$ cat src/rtl/axil_regfile_slave.sv
// axil_regfile_slave: AXI4-Lite register bank (ACLK/ARESET; S_AW/S_W/S_B write, S_AR/S_R read), byte strobes when AXIL_SLAVE_STRB_EN is defined
module axil_regfile_slave #(
  parameter int ADDRESS_WIDTH = 32,
  parameter int DATA_WIDTH = 32,
  parameter int NUM_REGS = 32
) (
  input  logic ACLK,
  input  logic ARESET,
  input  logic [ADDRESS_WIDTH-1:0] S_AWADDR,
  input  logic S_AWVALID,
  output logic S_AWREADY,
  input  logic [DATA_WIDTH-1:0] S_WDATA,
  input  logic [DATA_WIDTH/8-1:0] S_WSTRB,
  input  logic S_WVALID,
  output logic S_WREADY,
  output logic [1:0] S_BRESP,
  output logic S_BVALID,
  input  logic S_BREADY,
  input  logic [ADDRESS_WIDTH-1:0] S_ARADDR,
  input  logic S_ARVALID,
  output logic S_ARREADY,
  output logic [DATA_WIDTH-1:0] S_RDATA,
  output logic [1:0] S_RRESP,
  output logic S_RVALID,
  input  logic S_RREADY
);
  localparam int NB = DATA_WIDTH / 8;
  localparam int BYTE_OFFSET = $clog2(NB);
  localparam logic [ADDRESS_WIDTH:0] REG_LIMIT = (ADDRESS_WIDTH + 1)'(NUM_REGS);
  typedef enum logic [1:0] {W_IDLE, W_HAVE_ADDR, W_HAVE_DATA, W_RESP} w_state_t;
  typedef enum logic {R_IDLE, R_DATA} r_state_t;
  w_state_t w_state, w_next;
  r_state_t r_state, r_next;
  logic [DATA_WIDTH-1:0] regs [NUM_REGS];
  logic [ADDRESS_WIDTH-1:0] aw_addr_q, w_addr, w_idx, r_idx;
  logic [DATA_WIDTH-1:0] w_data_q, w_data, w_mask, r_word;
  logic aw_fire, w_fire, ar_fire, do_write, w_ok, r_ok;
  assign aw_fire = S_AWVALID && S_AWREADY;
  assign w_fire = S_WVALID && S_WREADY;
  assign ar_fire = S_ARVALID && S_ARREADY;
  assign w_addr = (w_state == W_HAVE_ADDR) ? aw_addr_q : S_AWADDR;
  assign w_data = (w_state == W_HAVE_DATA) ? w_data_q : S_WDATA;
  assign w_idx = w_addr >> BYTE_OFFSET;
  assign r_idx = S_ARADDR >> BYTE_OFFSET;
  assign w_ok = {1'b0, w_idx} < REG_LIMIT;
  assign r_ok = {1'b0, r_idx} < REG_LIMIT;
`ifdef AXIL_SLAVE_STRB_EN
  logic [NB-1:0] w_strb_q, w_strb;
  assign w_strb = (w_state == W_HAVE_DATA) ? w_strb_q : S_WSTRB;
  always_comb begin
    w_mask = '0;
    for (int k = 0; k < NB; k++) w_mask[8*k +: 8] = {8{w_strb[k]}};
  end
  always_ff @(posedge ACLK or posedge ARESET)
    if (ARESET) w_strb_q <= '0;
    else if (w_fire) w_strb_q <= S_WSTRB;
`else
  logic strb_unused;
  assign strb_unused = ^S_WSTRB;
  assign w_mask = '1;
`endif
  always_comb begin
    w_next = w_state;
    do_write = 1'b0;
    case (w_state)
      W_IDLE: begin
        do_write = aw_fire && w_fire;
        w_next = do_write ? W_RESP : aw_fire ? W_HAVE_ADDR : w_fire ? W_HAVE_DATA : W_IDLE;
      end
      W_HAVE_ADDR: begin
        do_write = w_fire;
        w_next = w_fire ? W_RESP : W_HAVE_ADDR;
      end
      W_HAVE_DATA: begin
        do_write = aw_fire;
        w_next = aw_fire ? W_RESP : W_HAVE_DATA;
      end
      default: w_next = (S_BVALID && S_BREADY) ? W_IDLE : W_RESP;
    endcase
  end
  always_ff @(posedge ACLK or posedge ARESET)
    if (ARESET) begin
      w_state <= W_IDLE;
      S_AWREADY <= 1'b0;
      S_WREADY <= 1'b0;
      S_BVALID <= 1'b0;
      S_BRESP <= 2'b00;
      aw_addr_q <= '0;
      w_data_q <= '0;
    end else begin
      w_state <= w_next;
      S_AWREADY <= (w_next == W_IDLE) || (w_next == W_HAVE_DATA);
      S_WREADY <= (w_next == W_IDLE) || (w_next == W_HAVE_ADDR);
      S_BVALID <= w_next == W_RESP;
      if (do_write) S_BRESP <= w_ok ? 2'b00 : 2'b10;
      if (aw_fire) aw_addr_q <= S_AWADDR;
      if (w_fire) w_data_q <= S_WDATA;
    end
  always_ff @(posedge ACLK or posedge ARESET)
    if (ARESET) regs <= '{default: '0};
    else
      for (int r = 0; r < NUM_REGS; r++)
        if (do_write && w_idx == ADDRESS_WIDTH'(r)) regs[r] <= (regs[r] & ~w_mask) | (w_data & w_mask);
  always_comb begin
    r_word = '0;
    for (int r = 0; r < NUM_REGS; r++) r_word = (r_idx == ADDRESS_WIDTH'(r)) ? regs[r] : r_word;
  end
  assign r_next = (r_state == R_IDLE) ? (ar_fire ? R_DATA : R_IDLE) : ((S_RVALID && S_RREADY) ? R_IDLE : R_DATA);
  always_ff @(posedge ACLK or posedge ARESET)
    if (ARESET) begin
      r_state <= R_IDLE;
      S_ARREADY <= 1'b0;
      S_RVALID <= 1'b0;
      S_RDATA <= '0;
      S_RRESP <= 2'b00;
    end else begin
      r_state <= r_next;
      S_ARREADY <= r_next == R_IDLE;
      S_RVALID <= r_next == R_DATA;
      if (ar_fire) begin
        S_RDATA <= r_ok ? r_word : '0;
        S_RRESP <= r_ok ? 2'b00 : 2'b10;
      end
    end
endmodule
$ cat config.mk
export PLATFORM = sky130hd
export DESIGN_NAME = axil_regfile_slave
export DESIGN_NICKNAME = d
export VERILOG_FILES = /design/src/rtl/axil_regfile_slave.sv
export SDC_FILE = /design/constraint.sdc
export NUM_CORES = 2
export LEC_CHECK = 0
export ABC_AREA = 1
export BUFFER_PORTS_ARGS = -buffer_cell sky130_fd_sc_hd__buf_2
export CORE_ASPECT_RATIO = 1.75
export CORE_UTILIZATION = 35
export CTS_CLUSTER_DIAMETER = 60
export CTS_CLUSTER_SIZE = 24
export DETAILED_ROUTE_END_ITERATION = 6
export PLACE_DENSITY = 0.63
export SLEW_MARGIN = 20
export SYNTH_ARGS = -nofsm -noshare
export SYNTH_HDL_FRONTEND = slang
export SYNTH_SLANG_ARGS = --single-unit
$ cat constraint.sdc
create_clock -name ACLK -period 37 [get_ports ACLK]
set_input_delay 7.4 -clock ACLK [delete_from_list [all_inputs] [get_ports ACLK]]
set_output_delay 7.4 -clock ACLK [all_outputs]
set_load 0.03 [all_outputs]
==> summary.md <==
| Metric | Value |
|---|---|
| Synth cell types | `47` |
| Die width | `between 200 and 300 um` |
| Input/output buffers | `137` |
| Synth Cell Area | `0.0536 mm^2` |
| Layout cells sized above 1 | `7.33%` |
| # hold bufs at CTS | `0` |
| Leakage Power | `31.3 nW` |
| Max clock buf depth | `3` |
| Nets | `6,485` |
| Post-Place Cells | `~8,300` |
| Peak VDD IR | `0.0439 mV` |
| Setup Buffers After CTS | `0` |
| Syn. warnings | `0` |
| Achievable Freq | `roughly 90 MHz` |
| CP endpoint kind | `register` |
| Setup Viol. Count Final | `0` |
| CP max FO | `35` |
| Async SR Flop Fraction | `100%` |
| Io pins | `around 150` |
| Critical Path AT | `roughly 12 ns` |
| Die Ht | `519 um` |
| Fin area | `0.0589 mm^2` |
| Seq pwr share | `48.3%` |
| Syn_area_per_cell | `8.37 um^2` |
| Post-synth EDFFs | `0` |
| Routed vias/inst | `4.81` |
| Internal power consumption | `1.79 mW` |
| Max-Cap Viols | `0` |
| Area of the multi-input gates | `0.0190 mm^2` |
| Register Area | `about 0.028 mm^2` |
| Sw power | `0.875 mW` |
| Core area | `between 0.15 and 0.2 mm^2` |
| Dpl hpwl | `104,000 um` |
| Hold slack | `between 0.4 and 0.5 ns` |
| Hold Violations, Final | `0` |
| CP Launch Type | `input pin` |
| Global-route wire length before repair | `234,000 um` |
| Sequential area share after synthesis | `52.7%` |
| Vias in the first global route | `40,200` |
| Row count | `189` |
| Clock network power share | `a little over a third` |
| Worst hold path type | `reg2reg` |
| Sw frac | `about a third` |
| RSZ-0062 raised after global routing | `false` |
| Cells on worst reg2reg path | `12` |
| H-tree levels | `3` |
| Final slew viol count | `0` |
| Wire length per cell | `17.4 um` |
| Hold Path Stages | `2` |
| Via count | `40,600` |
| Yosys reg bits | `1,127` |
| Reg clk slew, reported paths | `0.08 ns` |
| Die area | `0.155 mm^2` |
| Worst-margin pin slew | `1.10 ns` |
| R2r setup slk | `33.13 ns` |
| # resized after CTS | `0` |
| Crit Path Class | `in2reg` |
| Initial DRC count | `2,843` |
| DRT Pass-1 Iters | `6` |
| Post-route DRC | `0` |
| Placed instance area | `0.0561 mm^2` |
| Non-Filler Instances | `about 8,400` |
| Initial Utilization | `35.3%` |
| Pin count of the biggest net entering global routing | `176` |
| Post-DRT Antenna Nets | `0` |
| WL final | `147,000 um` |
| Filler cells | `15,200` |
| CTS Buf Count | `76` |
| Ys flop type | `dfrtp_1` |
| Rel. slew slack | `26.4%` |
| Gr usage total | `19.2%` |
| Sink Count | `1,127` |
| Root buffer cell | `clkbuf_16` |
| Syn Inst Count | `6,396` |
| Min Tclk post-route | `between 10 and 15 ns` |
| Combinational share of power | `approximately 15%` |
| Routability cong. | `between 0.8 and 0.9` |
| Status | `finished clean` |
| Grt total ovfl | `0` |
| TNS Setup | `0 ns` |
| Worst Skew | `between 0.04 and 0.05 ns` |
| CTS tree | `yes` |
| Clock latency on the worst-skew pair | `0.74 ns` |
| Part of the cycle the worst path needs | `a little under a third` |
| Initial antenna violation count | `10` |
| P&R area growth vs syn | `10.0%` |
| Critical path required time | `37.59 ns` |
| Power per cell area | `45.2 mW/mm^2` |
flip-flops by register name, summed over array words and instances (netlist names), 2 cells and up:
register / cells
regs: 1024
w_state: 2
S_RDATA: 32
aw_addr_q: 30
w_data_q: 32
cells in the final DEF, fill, tap and decap left out, types with 33 or more instances in the layout:
cell	instances
nand2_1	1263
nor2_1	573
nand4_1	167
mux2i_1	490
nor3_1	33
inv_1	1267
o21ai_1	43
buf_4	108
a21oi_1	345
dfrtp_1	1127
nand3_1	101
clkbuf_16	76
o21ai_0	489
buf_2	137
per-layer routing:
layer  share of wire [%]  GRT usage, %  up-vias
met1                  41          23.1    19800
met2                  52          34.9      892
li1                    -             -    19700
met5               0.041             0        -
met4                 3.4          7.18       12
met3                 4.1          2.11      231
through the flow:
stage	power (mW)	setup WS (ns)	utilization (%)
4_1_cts	2.69	25.56	38.9
3_3_place_gp	1.71	24.77	37.0
5_1_grt	2.77	25.23	38.9
2_1_floorplan	1.54	14.05	-
3_5_place_dp	1.72	24.77	37.0
6_report	2.66	25.57	38.9
synthesized netlist by cell type, types with 12 or more instances:
cell type,n,area [um^2]
buf_2,73,365
buf_1,29,109
nor2_2,19,119
inv_1,1269,4760
mux2i_1,490,4900
o21bai_1,19,143
inv_2,14,52.6
buf_6,12,135
nand4_1,167,1040
dfrtp_1,1127,28200
buf_4,39,293
o21ai_1,44,220
nor3_1,34,170
clkbuf_1,182,683
nor2_1,587,2200
nand2_1,1273,4780
o21ai_0,489,2450
nand3_1,102,510
a21oi_1,345,1730
final timing paths:
check | startpoint | endpoint
max reg2reg | w_state[1] | regs[609]
min in group asynchronous | ARESET | regs[141]
max | S_ARADDR[9] | S_RDATA[24]
min | S_RDATA[14] | S_RDATA[14]
min reg2reg | S_RDATA[14] | S_RDATA[14]
max in group asynchronous | ARESET | regs[866]
cell families (layout without fill, tap and decap cells):
| family | Yosys count | after routing | synth area share, % |
|---|---|---|---|
| buffers and inverters | 1634 | 1673 | 12.2 |
| and+or+nand+nor | 2231 | 2231 | 17.3 |
| muxes | 490 | 490 | 9.16 |
| DFF | 1127 | 1127 | 52.7 |
| other | 1 | 3 | 0.00700 |
| AOI/OAI and AO/OA | 913 | 913 | 8.71 |
cell type report:
cell class	count	share of cell area [%]
flip-flops and latches	1127	47.9
multi-input cells	3636	32.3
clock buffers	80	3.27
repair buffers	248	2.63
diodes	1	0.00425
inverters	1289	8.22
clock inverters	56	1.49
well taps	2005	4.26
critical path, stage by stage:
cell and delay, ns:
buf_2 0.10, nor2_1 0.14, nand2_2 0.31, inv_1 0.22, nand3_1 0.14, nor2_4 0.64
buf_4 0.54, a21oi_1 0.09, nand2_1 0.09, nand4_1 0.12, a21oi_1 0.15, nand4_1 0.13
nor2_1 0.22, nand4_1 0.14, nand2_1 0.09, nand4_1 0.11, nor3_1 0.23, nand4_1 0.11
nor2_1 0.15, nand4_1 0.11, nor2_1 0.16, nand3_1 0.11, o21bai_1 0.35, nand2_1 0.08
power by group through the flow:
| stage | clock network, mW | registers, mW | logic [mW] |
|---|---|---|---|
| after global routing | 1.04 | 1.29 | 0.441 |
| after CTS | 0.994 | 1.29 | 0.409 |
| after floorplan | 0 | 1.31 | 0.227 |
| after detailed placement | 0 | 1.31 | 0.409 |
| final | 0.969 | 1.29 | 0.407 |
| after global placement | 0 | 1.31 | 0.401 |
No activity file was read; power rests on OpenSTA's default activity.
